`src/rtl/sqrt_seq_ctrl_if.sv`:
```
// Client-facing bundle for the square-root sequencer.
// master: client side (drives req*/rad*, sees grants and results).
// slave : sequencer side (owns gnt*, busy, done, owner, root, rem).
interface sqrt_seq_ctrl_if #(parameter int WIDTH = 16);
  logic                 req0;
  logic                 req1;
  logic [WIDTH-1:0]     rad0;
  logic [WIDTH-1:0]     rad1;
  logic                 gnt0;
  logic                 gnt1;
  logic                 busy;
  logic                 done;
  logic                 owner;
  logic [WIDTH/2-1:0]   root;
  logic [WIDTH/2:0]     rem;

  modport master (
    output req0, req1, rad0, rad1,
    input  gnt0, gnt1, busy, done, owner, root, rem
  );

  modport slave (
    input  req0, req1, rad0, rad1,
    output gnt0, gnt1, busy, done, owner, root, rem
  );
endinterface

```
`src/rtl/sqrt_seq_ctrl.sv`:
```
// Two-requester sequencer/arbiter for an iterative restoring square root.
// Accepts a radicand from client 0 or 1 in IDLE, runs WIDTH/2 steps (one
// per clock), then pulses done with root = floor(sqrt(rad)) and
// rem = rad - root^2.
// Ports:
//   clk  - rising-edge clock
//   clr  - asynchronous active-low reset
//   bus  - sqrt_seq_ctrl_if.slave: req0/rad0, req1/rad1 in;
//          gnt0, gnt1, busy, done, owner, root, rem out
// Build option: define SQRT_SEQ_ROUND_ROBIN_EN for round-robin tie
// breaking; otherwise client 0 has fixed priority.
module sqrt_seq_ctrl #(
  parameter int WIDTH = 16
) (
  input  logic          clk,
  input  logic          clr,
  sqrt_seq_ctrl_if.slave bus
);
  localparam int N  = WIDTH / 2;
  localparam int KW = (N > 1) ? $clog2(N) : 1;

  typedef enum logic [1:0] {IDLE, ITER, DONE} state_t;

  state_t           state, state_nxt;
  logic [WIDTH-1:0] shreg;
  logic [N-1:0]     root_q;
  logic [N:0]       rem_q;
  logic [KW-1:0]    k;
  logic             owner_q;
  logic             gnt0_q, gnt1_q;
  logic             accept;
  logic             win;
  logic [N+2:0]     t;
  logic             t_ge;

`ifdef SQRT_SEQ_ROUND_ROBIN_EN
  logic             last_owner;
  // On a tie the client that did not win last time goes first.
  assign win = bus.req1 & (~bus.req0 | ~last_owner);
`else
  assign win = bus.req1 & ~bus.req0;
`endif

  assign accept = (state == IDLE) & (bus.req0 | bus.req1);

  // Trial subtraction for one restoring step.
  assign t = {rem_q, shreg[WIDTH-1 -: 2]} - {1'b0, root_q, 2'b01};
  // A non-negative difference always fits in N+1 bits, so both top bits
  // are zero exactly when the trial succeeds.
  assign t_ge = (t[N+2:N+1] == 2'b00);

  always_ff @(posedge clk or negedge clr) begin
    if (!clr) state <= IDLE;
    else      state <= state_nxt;
  end

  always_comb begin
    state_nxt = state;
    case (state)
      IDLE:    if (accept) state_nxt = ITER;
      ITER:    if (k == '0) state_nxt = DONE;
      DONE:    state_nxt = IDLE;
      default: state_nxt = IDLE;
    endcase
  end

  always_ff @(posedge clk or negedge clr) begin
    if (!clr) begin
      shreg   <= '0;
      root_q  <= '0;
      rem_q   <= '0;
      k       <= '0;
      owner_q <= 1'b0;
      gnt0_q  <= 1'b0;
      gnt1_q  <= 1'b0;
    end else begin
      gnt0_q <= 1'b0;
      gnt1_q <= 1'b0;
      if (accept) begin
        shreg   <= win ? bus.rad1 : bus.rad0;
        root_q  <= '0;
        rem_q   <= '0;
        k       <= KW'(N - 1);
        owner_q <= win;
        gnt0_q  <= ~win;
        gnt1_q  <= win;
      end else if (state == ITER) begin
        if (t_ge) begin
          rem_q  <= t[N:0];
          root_q <= {root_q[N-2:0], 1'b1};
        end else begin
          rem_q  <= {rem_q[N-2:0], shreg[WIDTH-1 -: 2]};
          root_q <= {root_q[N-2:0], 1'b0};
        end
        shreg <= shreg << 2;
        if (k != '0) k <= k - KW'(1);
      end
    end
  end

`ifdef SQRT_SEQ_ROUND_ROBIN_EN
  always_ff @(posedge clk or negedge clr) begin
    if (!clr)                last_owner <= 1'b1;
    else if (state == DONE)  last_owner <= owner_q;
  end
`endif

  assign bus.gnt0  = gnt0_q;
  assign bus.gnt1  = gnt1_q;
  assign bus.busy  = (state != IDLE);
  assign bus.done  = (state == DONE);
  assign bus.owner = owner_q;
  assign bus.root  = root_q;
  assign bus.rem   = rem_q;
endmodule

```
`src/flat_wrapper.sv`:
```
// flat-port wrapper written by rule: the top's interface ports become plain ports
module sqrt_seq_ctrl_flat 
#(
  parameter int WIDTH = 16
)
  (clk, clr, bus_req0, bus_req1, bus_rad0, bus_rad1, bus_gnt0, bus_gnt1, bus_busy, bus_done, bus_owner, bus_root, bus_rem);
  sqrt_seq_ctrl_if #(.WIDTH(WIDTH)) bus_i ();
  input  logic clk;
  input  logic clr;
  input wire logic [$bits(bus_i.req0)-1:0] bus_req0;
  input wire logic [$bits(bus_i.req1)-1:0] bus_req1;
  input wire logic [$bits(bus_i.rad0)-1:0] bus_rad0;
  input wire logic [$bits(bus_i.rad1)-1:0] bus_rad1;
  output wire logic [$bits(bus_i.gnt0)-1:0] bus_gnt0;
  output wire logic [$bits(bus_i.gnt1)-1:0] bus_gnt1;
  output wire logic [$bits(bus_i.busy)-1:0] bus_busy;
  output wire logic [$bits(bus_i.done)-1:0] bus_done;
  output wire logic [$bits(bus_i.owner)-1:0] bus_owner;
  output wire logic [$bits(bus_i.root)-1:0] bus_root;
  output wire logic [$bits(bus_i.rem)-1:0] bus_rem;
  assign bus_i.req0 = bus_req0;
  assign bus_i.req1 = bus_req1;
  assign bus_i.rad0 = bus_rad0;
  assign bus_i.rad1 = bus_rad1;
  assign bus_gnt0 = bus_i.gnt0;
  assign bus_gnt1 = bus_i.gnt1;
  assign bus_busy = bus_i.busy;
  assign bus_done = bus_i.done;
  assign bus_owner = bus_i.owner;
  assign bus_root = bus_i.root;
  assign bus_rem = bus_i.rem;
  sqrt_seq_ctrl #(.WIDTH(WIDTH)) u_core (.clk(clk), .clr(clr), .bus(bus_i));
endmodule
```
`config.mk`:
```
export PLATFORM = sky130hd
export DESIGN_NAME = sqrt_seq_ctrl_flat
export DESIGN_NICKNAME = d
export VERILOG_FILES = /design/src/rtl/sqrt_seq_ctrl_if.sv /design/src/rtl/sqrt_seq_ctrl.sv /design/src/flat_wrapper.sv
export SDC_FILE = /design/constraint.sdc
export NUM_CORES = 1
export LEC_CHECK = 0
export CAP_MARGIN = 20
export CORE_MARGIN = 5
export CORE_UTILIZATION = 40
export DETAILED_ROUTE_END_ITERATION = 10
export DONT_BUFFER_PORTS = 1
export PLACE_DENSITY = 0.5
export SYNTH_ARGS = -nofsm -noshare
export SYNTH_HDL_FRONTEND = slang
export SYNTH_SLANG_ARGS = --single-unit
```
`constraint.sdc`:
```
create_clock -name clk -period 5.33 [get_ports clk]
set_input_delay 0.7995 -clock clk [delete_from_list [all_inputs] [get_ports clk]]
set_output_delay 0.7995 -clock clk [all_outputs]
set_load 0.02 [all_outputs]
```
Word level (Yosys, flattened, before mapping)
Cells that the tools add are included.

Shift-type cells: 0. Eq/ne operators: 4. Muxes and demuxes: 17. Magnitude comparators: 0. Div/mod/pow operators: 0. Multipliers: 0. Reduce and logical (&&, ||, !) cells: 9. $add $sub $neg: 2. Bitwise gates (word level): 5.

Operator list (number): two-way mux 16 bit (3); two-way mux 9 bit (3); two-way mux 8 bit (2); subtractor 11 x 10 -> 11 bit (1); two-way mux 3 bit (3); nonzero test 2 bit (3); zero test 2 bit (2); two-way mux 2 bit (2); != test 2 x 1 -> 1 bit (second input constant) (2); one-hot mux 2 bit (2 select lines) (1); AND reduction 2 bit (2); zero test 3 bit (1); two-way mux 1 bit (3); nonzero test 3 bit (1); subtractor 3 x 1 -> 3 bit (second input constant) (1); bitwise AND 1 bit (2); equality test 2 x 1 -> 1 bit (second input constant) (1); equality test 2 bit (second input constant) (1); inverter 1 bit (2); OR 1 bit (1).

Flip-flop bits (word level): 41. Word-level logic and storage cells: 45. Memory bits (writable): 0. Bits in latches: 0. Output and inout bits: 22. Bits of input ports: 36. ROM bits: 0. Memories: 0.

Depth between registers and ports, before layout
Gate-level depths: netlist of run 1.

Word-level depth: 5. Depth in mapped cells: 9. Depth with buffers taken out: 8.

Least setup slack after synthesis of run 1
No wires, ideal clock.

Kind: register to register. Start: register u_core.root_q[0] (netlist: u_core.bus.root[0]). End: register u_core.rem_q[1] (netlist: u_core.bus.rem[1]). Data required time: 5.253 ns. Setup time: 0.077 ns. Setup slack: 2.705 ns. Period minus slack after synthesis: 2.625 ns. Buffers on the path: 1. Cell stages (with the launch flop): 10. Arrival: 2.548 ns. Cells stage by stage: dfrtp_1 > inv_1 > ha_1 > nor2b_4 > o31a_1 > or4_1 > a32oi_1 > buf_6 > mux2_1 > o21ai_1.

Longest elaborated chain between the ends: 5.

Ends and longest elaborated chain: from (decl) (line sqrt_seq_ctrl.sv:26) `logic [N-1:0] root_q;`; from (signal assigned) (line sqrt_seq_ctrl.sv:90) `root_q <= {root_q[N-2:0], 1'b1};`; from (signal assigned) (line sqrt_seq_ctrl.sv:93) `root_q <= {root_q[N-2:0], 1'b0};`; subtractor 11 x 10 -> 11 bit (line sqrt_seq_ctrl.sv:47) `assign t = {rem_q, shreg[WIDTH-1 -: 2]} - {1'b0, root_q, 2'b01};`; zero test 2 bit (line sqrt_seq_ctrl.sv:50) `assign t_ge = (t[N+2:N+1] == 2'b00);`; two-way mux 9 bit (line sqrt_seq_ctrl.sv:88) `if (t_ge) begin`; two-way mux 9 bit (line sqrt_seq_ctrl.sv:87) `end else if (state == ITER) begin`; two-way mux 9 bit (line sqrt_seq_ctrl.sv:79) `if (accept) begin`; to (signal assigned) (line sqrt_seq_ctrl.sv:89) `rem_q <= t[N:0];`; to (signal assigned) (line sqrt_seq_ctrl.sv:92) `rem_q <= {rem_q[N-2:0], shreg[WIDTH-1 -: 2]};`; to (decl) (line sqrt_seq_ctrl.sv:27) `logic [N:0] rem_q;`.

Every way passes these cells. The select of a mux whose other input is x is not followed. A chain may end at the register's enable or synchronous reset.

Worst setup path after layout of run 1
Start: register u_core.root_q[0] (netlist: u_core.bus.root[0]). End: register u_core.rem_q[8] (netlist: u_core.bus.rem[8]).

Longest elaborated chain between the ends: 5.

Ends and longest elaborated chain (line): subtractor 11 x 10 -> 11 bit * (sqrt_seq_ctrl.sv:47); zero test 2 bit (sqrt_seq_ctrl.sv:50); two-way mux 9 bit * (sqrt_seq_ctrl.sv:88); two-way mux 9 bit * (sqrt_seq_ctrl.sv:87); two-way mux 9 bit * (sqrt_seq_ctrl.sv:79).

Every way passes the cells marked *; elsewhere a longest branch is shown, timed or not. The select of a mux whose other input is x is not followed.

==> results.ini, run 1 <==
[critical_path]
cp_slowest_cell=a32oi_1
criticalPathCategory=flop to flop
cp.arrival_ns=3.40
worst_path_largest_cell_delay_ns=0.66
setup.worst_path.end_class=flop
required_ns=5.48
cpLargestDelayFamily=compound AO/OA/AOI/OAI gates
cp_num_buf_inv=2
cp_max_fo=6
cp_cell_sequence=inv_1 -> ha_1 -> nor2b_4 -> o31a_1 -> or4_1 -> a32oi_1 -> buf_4 -> mux2i_1 -> o22ai_1
cp-start-kind=flop

[synthesis]
synthTopCellsByArea=dfrtp_1 (44%), nand2_1 (6.0%), ha_1 (6.0%), o21ai_0 (3.5%), nor2_1 (3.2%)
syn-cell-area_sq_um=2310
yosysTopAreaCellShare_pct=44.4
synth-seq-cells=41
synth_top_area_cell=dfrtp_1
syn_nets=302
dominantRegCellSynth=dfrtp_1
yosysWarnings=0
synth-edff-count=0
seq_area_frac_synth_pct=44.4
syn_inst=255
syn_area_per_cell_sq_um=9.07
async_flop_share_pct=100
yosysUniqueCellTypes=45

[timing]
min_period_ns=3.24
worstMarginPinSlew_ns=0.818
setup_slack_ns=2.09
finalCritPeriodShare_pct=60.9
skew_ns=0.00480
drv_slew=0
fin_setup_tns_ns=0
final-setup-viol-count=0
hold_viol=0
max_freq_mhz=308
slew_headroom_pct=45.2
rsz0062_at_grt=no

[min_path]
worst_hold_path_type=input pin to async pin

[clocking]
postCtsHoldBufs=0
root_buffer=clkbuf_8
cts_inserted_buffers=5
clockBufferDepth=2
clkSinkCount=41
clock_latency_ns=0.29
post-cts-setup-buffers=0
cts_htree_levels=2
cts_tree=done
clk_pin_slew_ns=0.08
cts_resized=0

[power_and_ir_drop]
power-per-cell-area_nw_per_um2=812
p_leak_nw=1.05
ir_worst_vdd_uv=328

[detailed_routing]
drt_iter0_drc=88
antenna_left=0
post_drt_via_cell_ratio=5.74
drc=0
wirelength_mm=5.94
vias=1882
wl_per_cell_um=18.1
firstDrtPassIters=6

[cells_and_area]
register_area_sq_um=1030
nNetsFinal=302
multiInputGateArea_sq_um=1170
area_delta_synth_final_pct=6.93
diodes=0
nFillCells=559
drive_above_1_share_pct=7.03

[floorplanning]
die_h_um=86.0
io_pins=58
fp.coreArea_sq_um=5570
die_x_um=86.0
die-area_sq_um=7400
row_count=27
start_util_pct=41.5

[global_route]
grt_pass1_wl_mm=9.72
grt_overflow=0
grt_start_max_net_pins=42
grt_pass1_vias=1904
grt_usage_pct=16.4
antenna_found_initial=0

[job]
max_cap_violations=0

[placed_design]
port_buffers=0
hpwl_mm=4.22
pre_cts_ws_ns=2.11
gp_congestion=0.833

[run_status]
status=completed

[flip-flops by register name, summed over array words and instances (netlist names)]
| signal | count |
|---|---|
| u_core.state | 2 |
| u_core.bus.gnt0 | 1 |
| u_core.bus.owner | 1 |
| u_core.shreg | 16 |
| u_core.bus.gnt1 | 1 |
| u_core.k | 3 |
| u_core.bus.root | 8 |
| u_core.bus.rem | 9 |
[per-stage QoR]
stage | power (mW) | std cells | area (sq um) | util (%) | hold WS, ns
detailed placement | 1.81 | 319 | 2380 | 42.7 | 0.467
CTS | 2.03 | 327 | 2460 | 44.2 | 0.180
floorplan | 1.58 | 255 | 2310 | - | 0.445
global placement | 1.82 | 319 | 2380 | 42.7 | 0.460
finish | 2.01 | 328 | 2470 | 44.4 | 0.193
global route | 2.20 | 328 | 2470 | 44.4 | 0.167
[cells in the mapped netlist (2+ instances only)]
cell type	count
dfrtp_1	41
nand2_1	37
nor2_1	20
inv_1	16
o21ai_0	16
ha_1	11
a31oi_1	10
clkbuf_1	10
nand3_1	8
o21ai_1	8
o22ai_1	8
xnor2_1	8
mux2i_1	7
nand2b_1	5
a21o_1	4
a21oi_1	4
o211ai_1	4
a32oi_1	3
a221oi_1	2
a222oi_1	2
and3_1	2
nor2b_1	2
nor3_1	2
o21a_1	2
o31a_1	2
or2_2	2
[cells by family after synthesis]
kind of cell / count (synthesis) / share of synthesized area (%)
flip-flops: 41 / 44.4
XOR/XNOR: 9 / 3.41
multiplexers: 9 / 4.00
adder cells (fa/ha/maj): 11 / 5.95
AO/OA/AOI/OAI: 75 / 21.5
AND/OR/NAND/NOR: 82 / 15.9
buffers and inverters: 28 / 4.92
[power breakdown]
group          switching (mW)  leakage, nW  internal [mW]
logic                   0.625        0.501          0.526
clock network           0.114       0.0439         0.0906
registers               0.193        0.507          0.458
[final cells by class]
type,count,share of cell area [%]
clock buffer,5,2.78
clock inverter,3,0.709
inverter,16,2.43
multi-input combinational,186,47.4
sequential,41,41.5
tap,72,3.64
timing repair buffer,5,1.52
[placed cells by master, fill, tap and decap left out, types with 2 or more instances in the layout]
cell / instances
or2_2: 2
clkbuf_8: 5
nand2_1: 37
nand2b_1: 5
o21ai_0: 15
a31oi_1: 10
o21a_1: 2
o22ai_1: 8
a32oi_1: 3
a21oi_1: 4
o21ai_1: 9
o211ai_1: 4
nor3_1: 2
dfrtp_1: 41
nor2_1: 20
inv_1: 16
buf_4: 5
a221oi_1: 2
clkinv_2: 2
and3_1: 2
o31a_1: 2
ha_1: 11
nor2b_1: 2
mux2i_1: 7
nand3_1: 8
xnor2_1: 8
a21o_1: 4
a222oi_1: 2
[path summary, 6_finish.rpt]
kind | slack (ns) | depth (start not counted) | to | startpoint
worst max-delay path | 2.09 | 9 | u_core.bus.rem[8]$_DFFE_PN0P_ | u_core.bus.root[0]$_DFFE_PN0P_
worst min-delay path | 0.19 | 0 | u_core.bus.rem[8]$_DFFE_PN0P_ | clr
worst max register to register | 2.09 | 9 | u_core.bus.rem[8]$_DFFE_PN0P_ | u_core.bus.root[0]$_DFFE_PN0P_
worst min register to register | 0.48 | 2 | u_core.shreg[7]$_DFFE_PN0P_ | u_core.shreg[7]$_DFFE_PN0P_
max in group asynchronous | 5.05 | 0 | u_core.shreg[7]$_DFFE_PN0P_ | clr
min in group clk | 0.48 | 2 | u_core.shreg[7]$_DFFE_PN0P_ | u_core.shreg[7]$_DFFE_PN0P_
[routing by layer]
layer / track usage, % / wire (um) / vias up
li1: - / - / 911
met1: 23.0 / 2900 / 919
met2: 25.6 / 2670 / 46
met3: 4.23 / 315 / 6
met4: 3.45 / 61 / 0
met5: 0 / 0 / -
No activity file was read; power rests on OpenSTA's default activity.
==> run 2, diff against run 1 <==
- PLACE_DENSITY: 0.5 -> 0.52
- clock period: 5.33 -> 2.8 ns (I/O delays scaled with it)
==> results.ini, run 2 (same netlist as run 1, synthesis figures left out) <==
[run_status]
status=completed

[floorplanning]
fp.coreArea_sq_um=5570  ; unchanged
die_x_um=86.0  ; unchanged
row_count=27  ; unchanged
io_pins=58  ; unchanged
die_h_um=86.0  ; unchanged
die-area_sq_um=7400  ; unchanged
start_util_pct=41.5  ; unchanged

[clocking]
cts_tree=done
cts_htree_levels=2  ; unchanged
clockBufferDepth=2  ; unchanged
clock_latency_ns=0.29  ; about the same
clkSinkCount=41  ; unchanged
post-cts-setup-buffers=0  ; unchanged
clk_pin_slew_ns=0.08  ; about the same
cts_inserted_buffers=5  ; unchanged
root_buffer=clkbuf_8

[placed_design]
dp.cells=335  ; +5.0%
port_buffers=0  ; unchanged
hpwl_mm=4.31  ; +2.1%
pre_cts_ws_ns=0.223  ; -1.89 ns
place_area_sq_um=2500  ; +5.2%
gp_congestion=0.847  ; +1.6%

[cells_and_area]
area_delta_synth_final_pct=14.0
regMostFlops=u_core.shreg
most-common-layout-cells=dfrtp_1 (41), nand2_1 (37), nor2_1 (20), buf_4 (20), inv_1 (16)
nNetsFinal=319  ; +5.6%
drive_above_1_share_pct=12.5  ; +5.5 points
stdcell_area_sq_um=2640  ; +6.6%
nFillCells=562  ; +0.54%
multiInputGateArea_sq_um=1180  ; +0.32%
register_area_sq_um=1030  ; unchanged
largest_reg_flops=16  ; unchanged
diodes=0  ; unchanged
final_common_cell=dfrtp_1
final_core_util_pct=47.3  ; +2.9 points
stdcell_count=344  ; +4.9%

[global_route]
grt_overflow=0  ; unchanged
grt_pass1_vias=1959  ; +2.9%
antenna_found_initial=0  ; unchanged
grt_pass1_wl_mm=9.83  ; +1.1%
grt_usage_pct=16.9  ; +0.44 points
grt_start_max_net_pins=42  ; unchanged

[timing]
worstMarginPinSlew_ns=0.854  ; +0.0355 ns
skew_ns=0.00419  ; -0.000615 ns
finalCritPeriodShare_pct=92.7  ; +32 points
rsz0062_at_grt=no
min_period_ns=2.59  ; -0.649 ns
final-setup-viol-count=0  ; unchanged
drv_slew=0  ; unchanged
max_freq_mhz=385  ; +25%
setup_slack_ns=0.205  ; -1.88 ns
whs_ns=0.257  ; +0.0643 ns
slew_headroom_pct=43.1  ; -2.2 points
hold_viol=0  ; unchanged
fin_setup_tns_ns=0  ; unchanged

[critical_path]
cp_max_fo=4  ; -2
cp_cell_sequence=ha_1 -> nor2b_4 -> o31a_1 -> or4_1 -> a32oi_1 -> buf_4 -> mux2_1 -> o21ai_1
cp_num_buf_inv=1  ; -1
cp-start-kind=flop
worst_path_largest_cell_delay_ns=0.51  ; -0.15 ns
cpLargestDelayFamily=simple AND/OR/NAND/NOR gates
required_ns=3.02  ; -2.46 ns
cp.arrival_ns=2.82  ; -0.58 ns
setup.worst_path.end_class=flop
r2r_start=u_core.bus.rem[0]$_DFFE_PN0P_
startpoint=u_core.bus.rem[0]$_DFFE_PN0P_
criticalPathCategory=flop to flop
r2r_slack_ns=0.21  ; -1.88 ns
cp_slowest_cell=or4_1

[min_path]
worst_hold_path_type=input pin to flop
min_from=bus_rad0[11]

[power_and_ir_drop]
power-per-cell-area_nw_per_um2=1560  ; +92%
p_leak_nw=1.15  ; +9.7%
power_mw=4.10  ; +100%
ir_worst_vdd_uv=556  ; +69%

[detailed_routing]
post_drt_via_cell_ratio=5.53  ; -3.5%
drt_iter0_drc=123  ; +40%
wirelength_mm=5.85  ; -1.6%
antenna_left=0  ; unchanged
vias=1904  ; +1.2%
drc=0  ; unchanged
firstDrtPassIters=4  ; -2
wl_per_cell_um=17.0  ; -6.1%

[job]
max_cap_violations=0  ; unchanged

-- run 2: cell types whose count changed in the layout (fill, tap and decap cells not counted) --
cell	before	now
buf_4	5	20
clkinvlp_4	1	0
dlygate4sd3_1	0	1
o21ai_2	0	1
bufinv_16	0	1
buf_12	0	1
clkinv_2	2	1
o21ai_1	9	8
-- run 2: final cells by class --
cell class,count,area share [%]
Inverter,16,2.28
Timing Repair Buffer,22,6.83
Clock buffer,5,2.61
Sequential cell,41,38.9
Clock inverter,2,1.33
Multi-Input combinational cell,186,44.6
Tap cell,72,3.42
-- run 2: path summary, 6_finish.rpt --
| kind | endpoint | depth (start not counted) |
|---|---|---|
| worst min register to register | u_core.shreg[7]$_DFFE_PN0P_ | 2 |
| min in group asynchronous | u_core.k[1]$_DFFE_PN0P_ | 2 |
| worst min-delay path | u_core.shreg[11]$_DFFE_PN0P_ | 2 |
| worst max register to register | u_core.bus.rem[1]$_DFFE_PN0P_ | 8 |
| max in group asynchronous | u_core.shreg[14]$_DFFE_PN0P_ | 2 |
| worst max-delay path | u_core.bus.rem[1]$_DFFE_PN0P_ | 8 |
-- run 2: what timing repair did --
| action | CTS | global route |
|---|---|---|
| resized for setup | 0 | 0 |
| hold endpoints to repair | 41 | 0 |
| hold buffers | 2 | 0 |
-- run 2: metal layers --
metal	track usage [%]	wire, um	vias up
li1	-	-	945
met1	23.0	2720	903
met2	25.6	2710	50
met3	5.09	370	6
met4	5.18	47	0
met5	0	0	-
-- run 2: where the power goes --
part           switching, mW  leakage (nW)  internal (mW)
Clock                  0.206        0.0540          0.259
Combinational           1.39         0.593           1.16
Sequential             0.209         0.507          0.874
==> run 3, diff against run 2 <==
- CORE_UTILIZATION: 40 -> 25
- PLACE_DENSITY: 0.52 -> 0.36
==> results.ini, run 3 (same netlist as run 1, synthesis figures left out) <==
[timing]
worstMarginPinSlew_ns=0.877  ; +0.0235 ns
slew_headroom_pct=41.5  ; -1.6 points
hold_viol=0  ; unchanged
drv_slew=0  ; unchanged
rsz0062_at_grt=no
setup_slack_ns=0.190  ; -0.0155 ns
skew_ns=0.00313  ; -0.00106 ns
fin_setup_tns_ns=0  ; unchanged
final-setup-viol-count=0  ; unchanged
finalCritPeriodShare_pct=93.2  ; +0.55 points
min_period_ns=2.61  ; +0.0155 ns
max_freq_mhz=383  ; -0.60%
whs_ns=0.249  ; -0.00800 ns

[global_route]
antenna_found_initial=0  ; unchanged
grt_pass1_vias=1991  ; +1.6%
grt_pass1_wl_mm=11.1  ; +13%
grt_usage_pct=12.4  ; -4.5 points
grt_start_max_net_pins=42  ; unchanged
grt_overflow=0  ; unchanged

[critical_path]
cp_slowest_cell=or4_1
cp.arrival_ns=2.76  ; -0.06 ns
criticalPathCategory=flop to flop
cp-start-kind=flop
required_ns=2.95  ; -0.07 ns
cp_num_cells=9  ; +1
startpoint=u_core.bus.root[0]$_DFFE_PN0P_
rr_endpoint=u_core.bus.rem[8]$_DFFE_PN0P_
setup.worst_path.end_class=flop
r2r_cells=9  ; +1
cp_max_fo=7  ; +3
worst_path_largest_cell_delay_ns=0.53  ; +0.02 ns
r2r_slack_ns=0.19  ; -0.02 ns
cp_num_buf_inv=2  ; +1
cp_cell_sequence=inv_1 -> ha_1 -> nor2b_4 -> o31a_1 -> or4_1 -> a32oi_2 -> buf_4 -> mux2i_1 -> o22ai_1
cpLargestDelayFamily=simple AND/OR/NAND/NOR gates
r2r_start=u_core.bus.root[0]$_DFFE_PN0P_
cp-endpoint=u_core.bus.rem[8]$_DFFE_PN0P_

[detailed_routing]
drc=0  ; unchanged
antenna_left=0  ; unchanged
wl_per_cell_um=18.0  ; +5.7%
firstDrtPassIters=7  ; +3
vias=1935  ; +1.6%
drt_iter0_drc=105  ; -15%
wirelength_mm=6.88  ; +18%
post_drt_via_cell_ratio=5.05  ; -8.7%

[placed_design]
pre_cts_ws_ns=0.158  ; -0.0650 ns
port_buffers=0  ; unchanged
dp.cells=373  ; +11%
hpwl_mm=5.06  ; +18%
gp_congestion=0.821  ; -3.0%

[job]
max_cap_violations=0  ; unchanged

[clocking]
clock_latency_ns=0.30  ; about the same
root_buffer=clkbuf_8
cts_tree=done
cts_inserted_buffers=5  ; unchanged
clockBufferDepth=2  ; unchanged
cts_htree_levels=2  ; unchanged
clkSinkCount=41  ; unchanged
post-cts-setup-buffers=0  ; unchanged
clk_pin_slew_ns=0.09  ; about the same

[power_and_ir_drop]
ir_worst_vdd_uv=437  ; -21%
p_leak_nw=1.15  ; -0.16%
combPwrFrac_pct=61.8  ; -0.5 points
power-per-cell-area_nw_per_um2=1550  ; -0.15%
seqPwrFrac_pct=26.0  ; -0.4 points
p_clk_share_pct=12.2  ; +0.9 points
p_switching_mw=1.90  ; +5.4%
sw_frac_of_total_pct=45.3  ; +1.3 points
intPower_mw=2.29  ; -0.18%

[cells_and_area]
nNetsFinal=318  ; -0.31%
nFillCells=1004  ; +79%
diodes=0  ; unchanged
most-common-layout-cells=dfrtp_1 (41), nand2_1 (37), nor2_1 (20)
area_delta_synth_final_pct=16.8
drive_above_1_share_pct=12.5  ; unchanged
final_core_util_pct=29.6  ; -18 points
stdcell_count=383  ; +11%
regMostFlops=u_core.shreg
final_common_cell=dfrtp_1
largest_reg_flops=16  ; unchanged
multiInputGateArea_sq_um=1180  ; +0.32%
register_area_sq_um=1030  ; unchanged

[run_status]
status=completed

[floorplanning]
start_util_pct=25.4  ; -16 points
die_x_um=106  ; +23%
row_count=35  ; +30%
fp.coreArea_sq_um=9110  ; +63%
die_h_um=106  ; +23%
io_pins=58  ; unchanged
die-area_sq_um=11300  ; +52%

[min_path]
worst_hold_path_type=input pin to flop

-- run 3: how the worst min path moves through the flow --
stage,startpoint,end,slack (ns),depth (start not counted)
floorplan,clr,u_core.bus.gnt0$_DFF_PN0_,0.12,0
global placement,clr,u_core.bus.gnt1$_DFF_PN0_,0.13,0
detailed placement,clr,u_core.bus.gnt0$_DFF_PN0_,0.13,0
CTS,bus_rad0[6],u_core.shreg[6]$_DFFE_PN0P_,0.24,2
global route,bus_rad0[2],u_core.shreg[2]$_DFFE_PN0P_,0.24,2
finish,bus_rad0[6],u_core.shreg[6]$_DFFE_PN0P_,0.25,2
-- run 3: layer usage --
metal / vias to the layer above / global-route usage, % / routed length (um)
li1: 942 / - / -
met1: 949 / 16.6 / 3130
met2: 36 / 19.6 / 3300
met3: 8 / 3.70 / 364
met4: 0 / 3.15 / 91
met5: - / 0 / 0
-- run 3: cell type report --
class                   instances  share of cell area [%]
multi-input cells             186                    43.7
flip-flops and latches         41                    38.0
repair buffers                 21                    6.67
well taps                     111                    5.14
clock buffers                   5                    2.55
inverters                      16                    2.22
clock inverters                 3                    1.71
-- run 3: metrics by stage --
stage / total power, mW / area, sq um
global route: 4.60 / 2700
detailed placement: 3.70 / 2540
floorplan: 3.02 / 2310
finish: 4.19 / 2700
global placement: 3.70 / 2540
CTS: 4.26 / 2690
-- run 3: timing repair --
action,CTS,global route
endpoints found under the setup margin,0,6
hold buffers,2,0
endpoints found under the hold margin,41,0
resized for setup,0,1
-- run 3: power groups by stage --
stage	Combinational (mW)	Clock, mW	Sequential, mW
final	2.59	0.512	1.09
after global routing	2.91	0.553	1.13
after CTS	2.63	0.532	1.10
after detailed placement	2.59	0	1.11
after global placement	2.59	0	1.11
after floorplan	1.84	0	1.18
-- run 3: worst reg2reg max path, stage by stage (launching register included) --
cell     delay (ns)
dfrtp_1        0.36
inv_1          0.06
ha_1           0.33
nor2b_4        0.15
o31a_1         0.28
or4_1          0.53
a32oi_2        0.22
buf_4          0.22
mux2i_1        0.20
o22ai_1        0.10
